<file path="src/rtl/bus_mux_arb.sv">
// N-to-1 valid/ready multiplexer with round-robin or fixed-priority arbitration,
// an optional manual channel override, and a one-word registered output stage.
module bus_mux_arb #(
  parameter int WIDTH = 8,
  parameter int NCH   = 4,
  parameter int RR    = 1,
  localparam int CW   = (NCH > 2) ? $clog2(NCH) : 1
) (
  input  logic                 clk,
  input  logic                 rst,
  input  logic [NCH*WIDTH-1:0] in_data,
  input  logic [NCH-1:0]       in_valid,
  output logic [NCH-1:0]       in_ready,
  input  logic                 sel_en,
  input  logic [CW-1:0]        sel,
  output logic [WIDTH-1:0]     out_data,
  output logic                 out_valid,
  input  logic                 out_ready,
  output logic [CW-1:0]        out_ch,
  output logic [15:0]          xfer_cnt
);

  typedef enum logic {EMPTY = 1'b0, FULL = 1'b1} state_t;

  state_t        state, state_nx;
  logic [CW-1:0] last_grant;
  logic [CW-1:0] grant;
  logic [CW-1:0] cand;
  logic          grant_vld;
  logic          load_ok;
  logic          take;

  // Round-robin search walks downward so the nearest channel after last_grant
  // is the final (winning) assignment.
  always_comb begin
    grant     = '0;
    grant_vld = 1'b0;
    cand      = '0;
    if (sel_en) begin
      if (int'(sel) < NCH) begin
        grant     = sel;
        grant_vld = in_valid[sel];
      end
    end else if (RR != 0) begin
      for (int k = NCH; k >= 1; k--) begin
        cand = CW'((int'(last_grant) + k) % NCH);
        if (in_valid[cand]) begin
          grant     = cand;
          grant_vld = 1'b1;
        end
      end
    end else begin
      for (int i = NCH - 1; i >= 0; i--) begin
        if (in_valid[i]) begin
          grant     = CW'(i);
          grant_vld = 1'b1;
        end
      end
    end
  end

  always_comb begin
    load_ok  = (state == EMPTY) || out_ready;
    take     = load_ok && grant_vld;
    state_nx = state;
    if (load_ok) state_nx = take ? FULL : EMPTY;
    in_ready = '0;
    if (take && !rst) in_ready[grant] = 1'b1;
  end

  always_ff @(posedge clk or posedge rst) begin
    if (rst) state <= EMPTY;
    else     state <= state_nx;
  end

  // Output register, transfer counter and the round-robin pointer.
  always_ff @(posedge clk or posedge rst) begin
    if (rst) begin
      out_data   <= '0;
      out_ch     <= '0;
      xfer_cnt   <= '0;
      last_grant <= CW'(NCH - 1);
    end else begin
      if (state == FULL && out_ready) xfer_cnt <= xfer_cnt + 16'd1;
      if (take) begin
        out_data   <= in_data[int'(grant)*WIDTH +: WIDTH];
        out_ch     <= grant;
        last_grant <= grant;
      end
    end
  end

  assign out_valid = (state == FULL);

endmodule

</file>
<file path="config.mk">
export PLATFORM = sky130hd
export DESIGN_NAME = bus_mux_arb
export DESIGN_NICKNAME = d
export VERILOG_FILES = /design/src/rtl/bus_mux_arb.sv
export SDC_FILE = /design/constraint.sdc
export NUM_CORES = 1
export LEC_CHECK = 0
export ABC_AREA = 0
export CAP_MARGIN = 20
export CORE_ASPECT_RATIO = 1.4
export CORE_MARGIN = 4
export CORE_UTILIZATION = 37
export DETAILED_ROUTE_END_ITERATION = 10
export GPL_TIMING_DRIVEN = 0
export PLACE_DENSITY_LB_ADDON = 0.15
export SLEW_MARGIN = 10
export SYNTH_ARGS = -nofsm -noshare
export SYNTH_HDL_FRONTEND = slang
export SYNTH_SLANG_ARGS = --single-unit
</file>
<file path="constraint.sdc">
create_clock -name clk -period 1.7 [get_ports clk]
set_clock_uncertainty 0.1 [all_clocks]
set_input_delay 0.255 -clock clk [delete_from_list [all_inputs] [get_ports clk]]
set_output_delay 0.255 -clock clk [all_outputs]
set_load 0.01 [all_outputs]
</file>
==> flow_summary.ini <==
[logic_synthesis]
ys.flop_type = dfrtp_1
synth_warnings = 0
ys_ff_latch = 29
seq_area_frac_synth_pct = 46.63
syn_nets = 190
syn_area_mm2 = 0.001561
synthesis.instances = 147
synth_edf_count = 0
ys_async_sr_fraction_pct = 100.0
syn_avg_cell_area_um2 = 10.62
synth_cell_type_count = 35

[detailed_routing]
ant_nets = 0
routed_wirelength_um = 4688
wl_per_cell_um = 16.22
firstDrtPassIters = 4
drc_errors = 0
via_count = 1510
viasPerCell = 5.225
drt_iter0_drc = 67

[run_status]
violations = setup timing
status = finished with violations

[sta]
final.setup.tns_ns = -6.320
fmax_mhz = 435.4
fin_crit_ns = 2.297
slew_headroom_pct = 71.08
fin_crit_sh_pct = 135.1
setup-violations-final = 16
rsz0062_at_grt = true
final_max_slew_viol_count = 0
holdWs_ns = 0.3167
worst_slack_ns = -0.5967
hold_viol = 0
worst_pin_slew_ns = 0.4333

[setup_path]
arrival_ns = 1.94
worstSetupEndpointType = primary output
cp-start-kind = flip-flop
critPathMaxStageDelay_ns = 0.55
required_ns = 1.34
rr_worst_depth = 10
reg2reg_from = last_grant[1]
r2r_end = out_data[7]
cp_cell_sequence = buf_6 -> buf_6 -> nand3b_1 -> a311oi_2 -> a21oi_2 -> buf_4 -> nor4_4 -> buf_2
crit_path_frequent_cell = buf_6
cpMaxStageDelayCell = dfstp_2
cp_max_fo = 3
worstSetupPathType = reg -> out
rrSetupSlack_ns = -0.44

[clock_tree]
cts_buffers = 5
cts_buffer_depth = 2
worstSkewPairLatency_ns = 0.28
cts.clk_slew.worst_paths_ns = 0.06
htreeDepth = 2
clkSinkCount = 29
root_buffer = clkbuf_8
cts_tree = built
postCtsHoldBufs = 0

[power]
ir_worst_vdd_uv = 511.8
leakagePower_uw = 0.001220
power_switching_share_pct = 31.91
p_int_uw = 1899
powerDensity_mw_per_mm2 = 999.6
seqPwrFrac_pct = 36.0
p_clk_share_pct = 22.4
combPwrFrac_pct = 41.5
p_switching_uw = 889.9

[finish]
diodes = 0
stdcell_count = 289
syn2layout_area_growth_pct = 78.69
drive_gt1_share_pct = 28.86
nets = 288

[floorplan]
die_y_um = 84.87
start_util_pct = 38.84
die-area_mm2 = 0.005338
core_area_mm2 = 0.004020
pin_count = 73
rows = 27
die_w_um = 62.91

[global_route]
grt_start_max_net_pins = 23
grt_overflow = 0
antenna_found_initial = 0
grt_pass1_vias = 1662
grtUsageMet3_pct = 4.636
grtUsageMet2_pct = 32.28
grt_usage_pct = 18.25
use_met1_pct = 19.98
busiest_layer = met2
grt_pass1_wl_um = 7734

[place]
gp_congestion = 0.7633
dp_slack_ns = -1.150
dp_cells = 263
io_buffer_count = 72
dp_hpwl_um = 3330

[run]
max_cap_violations = 0

[hold_path]
holdCritPathClass = in -> async
## metal layers
layer | share of wire [%] | wire (um) | up-vias
li1 | - | - | 720
met1 | 37 | 1744 | 725
met2 | 54 | 2541 | 56
met3 | 6.4 | 298 | 9
met4 | 2.2 | 104 | 0
met5 | 0 | 0 | -
## cell usage in the layout (no fill, tap or decap), drive strengths merged, types with 2 or more instances in the layout
cell type and count:
nand3 5, a21o 3, nand2b 5, clkdlybuf4s50 62, nor4 2, clkbuf 7, nand3b 2, dfrtp 27
dfstp 2, nand2 18, xor2 3, xnor2 12, clkdlybuf4s15 3, inv 6, nor2 7, buf 30
a21boi 3, dlygate4sd2 3, nand4 4, mux2i 17, nor2b 2, o221ai 9
## logic make-up (layout without fill, tap and decap cells)
family / count (synthesis) / after routing / share of synthesized area, %
compound gates: 19 / 19 / 10.42
xor+xnor: 15 / 15 / 8.414
fa+ha+maj: 1 / 1 / 0.8012
buf+inv: 13 / 112 / 4.326
flops: 29 / 29 / 46.63
mux: 19 / 19 / 13.06
simple gates: 51 / 51 / 16.35
## power by group through the flow
stage               sequential, uW  clock, uW  combinational, uW
floorplan                     1050          0                400
global placement               998          0                930
detailed placement            1010          0                964
CTS                            997        641               1130
global route                  1020        676               1240
finish                        1010        626               1160
## stage by stage
step | util, % | area, um^2 | power [uW]
2_1_floorplan | - | 1610 | 1454
3_3_place_gp | 59.32 | 2385 | 1928
3_5_place_dp | 60.01 | 2412 | 1974
4_1_cts | 67.88 | 2729 | 2768
5_1_grt | 69.41 | 2790 | 2946
6_report | 69.41 | 2790 | 2789
## sequential cells by signal, summed over array words and instances, names as in the netlist
signal      count
out_ch          2
out_valid       1
out_data        8
last_grant      2
xfer_cnt       16
## worst max-delay path, delay by kind of cell (launching register included)
family                 cells  cell delay (ns)
AO/OA/AOI/OAI              2             0.30
AND/OR/NAND/NOR            2             0.27
buffers and inverters      4             0.54
flip-flops                 1             0.55
## worst max path at each step
stage                  startpoint     endpoint  slack, ns  depth (start not counted)
finish              last_grant[1]  in_ready[3]      -0.60                          8
global route        last_grant[1]  in_ready[3]      -0.68                          8
CTS                 last_grant[1]  in_ready[3]      -0.65                          8
detailed placement    in_valid[0]  in_ready[0]      -1.15                          8
global placement              rst  in_ready[1]      -1.29                          5
floorplan           last_grant[1]  out_data[6]      -0.17                          6
## timing repair
item / in CTS / in global routing
resized for setup: 55 / 10
setup endpoints to repair: 25 / 26
pin swaps: 7 / 4
setup buffers: 15 / 2
gates cloned: 2 / 0
## cells in the mapped netlist, types with 2 or more instances
cell	count	area, um^2
xnor2_1	12	105.1
nand4_1	4	25.02
nor4_1	2	12.51
o221ai_1	9	78.83
nor2_1	7	26.28
dfrtp_1	27	675.7
inv_1	6	22.52
nand3b_1	2	15.01
a21o_1	3	22.52
nor2b_1	2	12.51
xor2_1	3	26.28
a21boi_2	2	22.52
nand2b_1	5	31.28
buf_2	3	15.01
buf_4	2	15.01
nand2_1	18	67.56
mux2i_1	17	170.2
nand3_1	5	25.02
dfstp_2	2	52.55
## cell type report
| cell class | instances | area (um^2) |
|---|---|---|
| Fill cell | 315 | 1230 |
| Multi-Input combinational cell | 105 | 912.1 |
| Timing Repair Buffer | 92 | 910.9 |
| Sequential cell | 29 | 729.5 |
| Clock buffer | 7 | 96.34 |
| Buffer | 6 | 57.56 |
| Tap cell | 43 | 53.80 |
| Inverter | 6 | 25.02 |
| Clock inverter | 1 | 5.005 |
(Power assumes the default switching activity.)
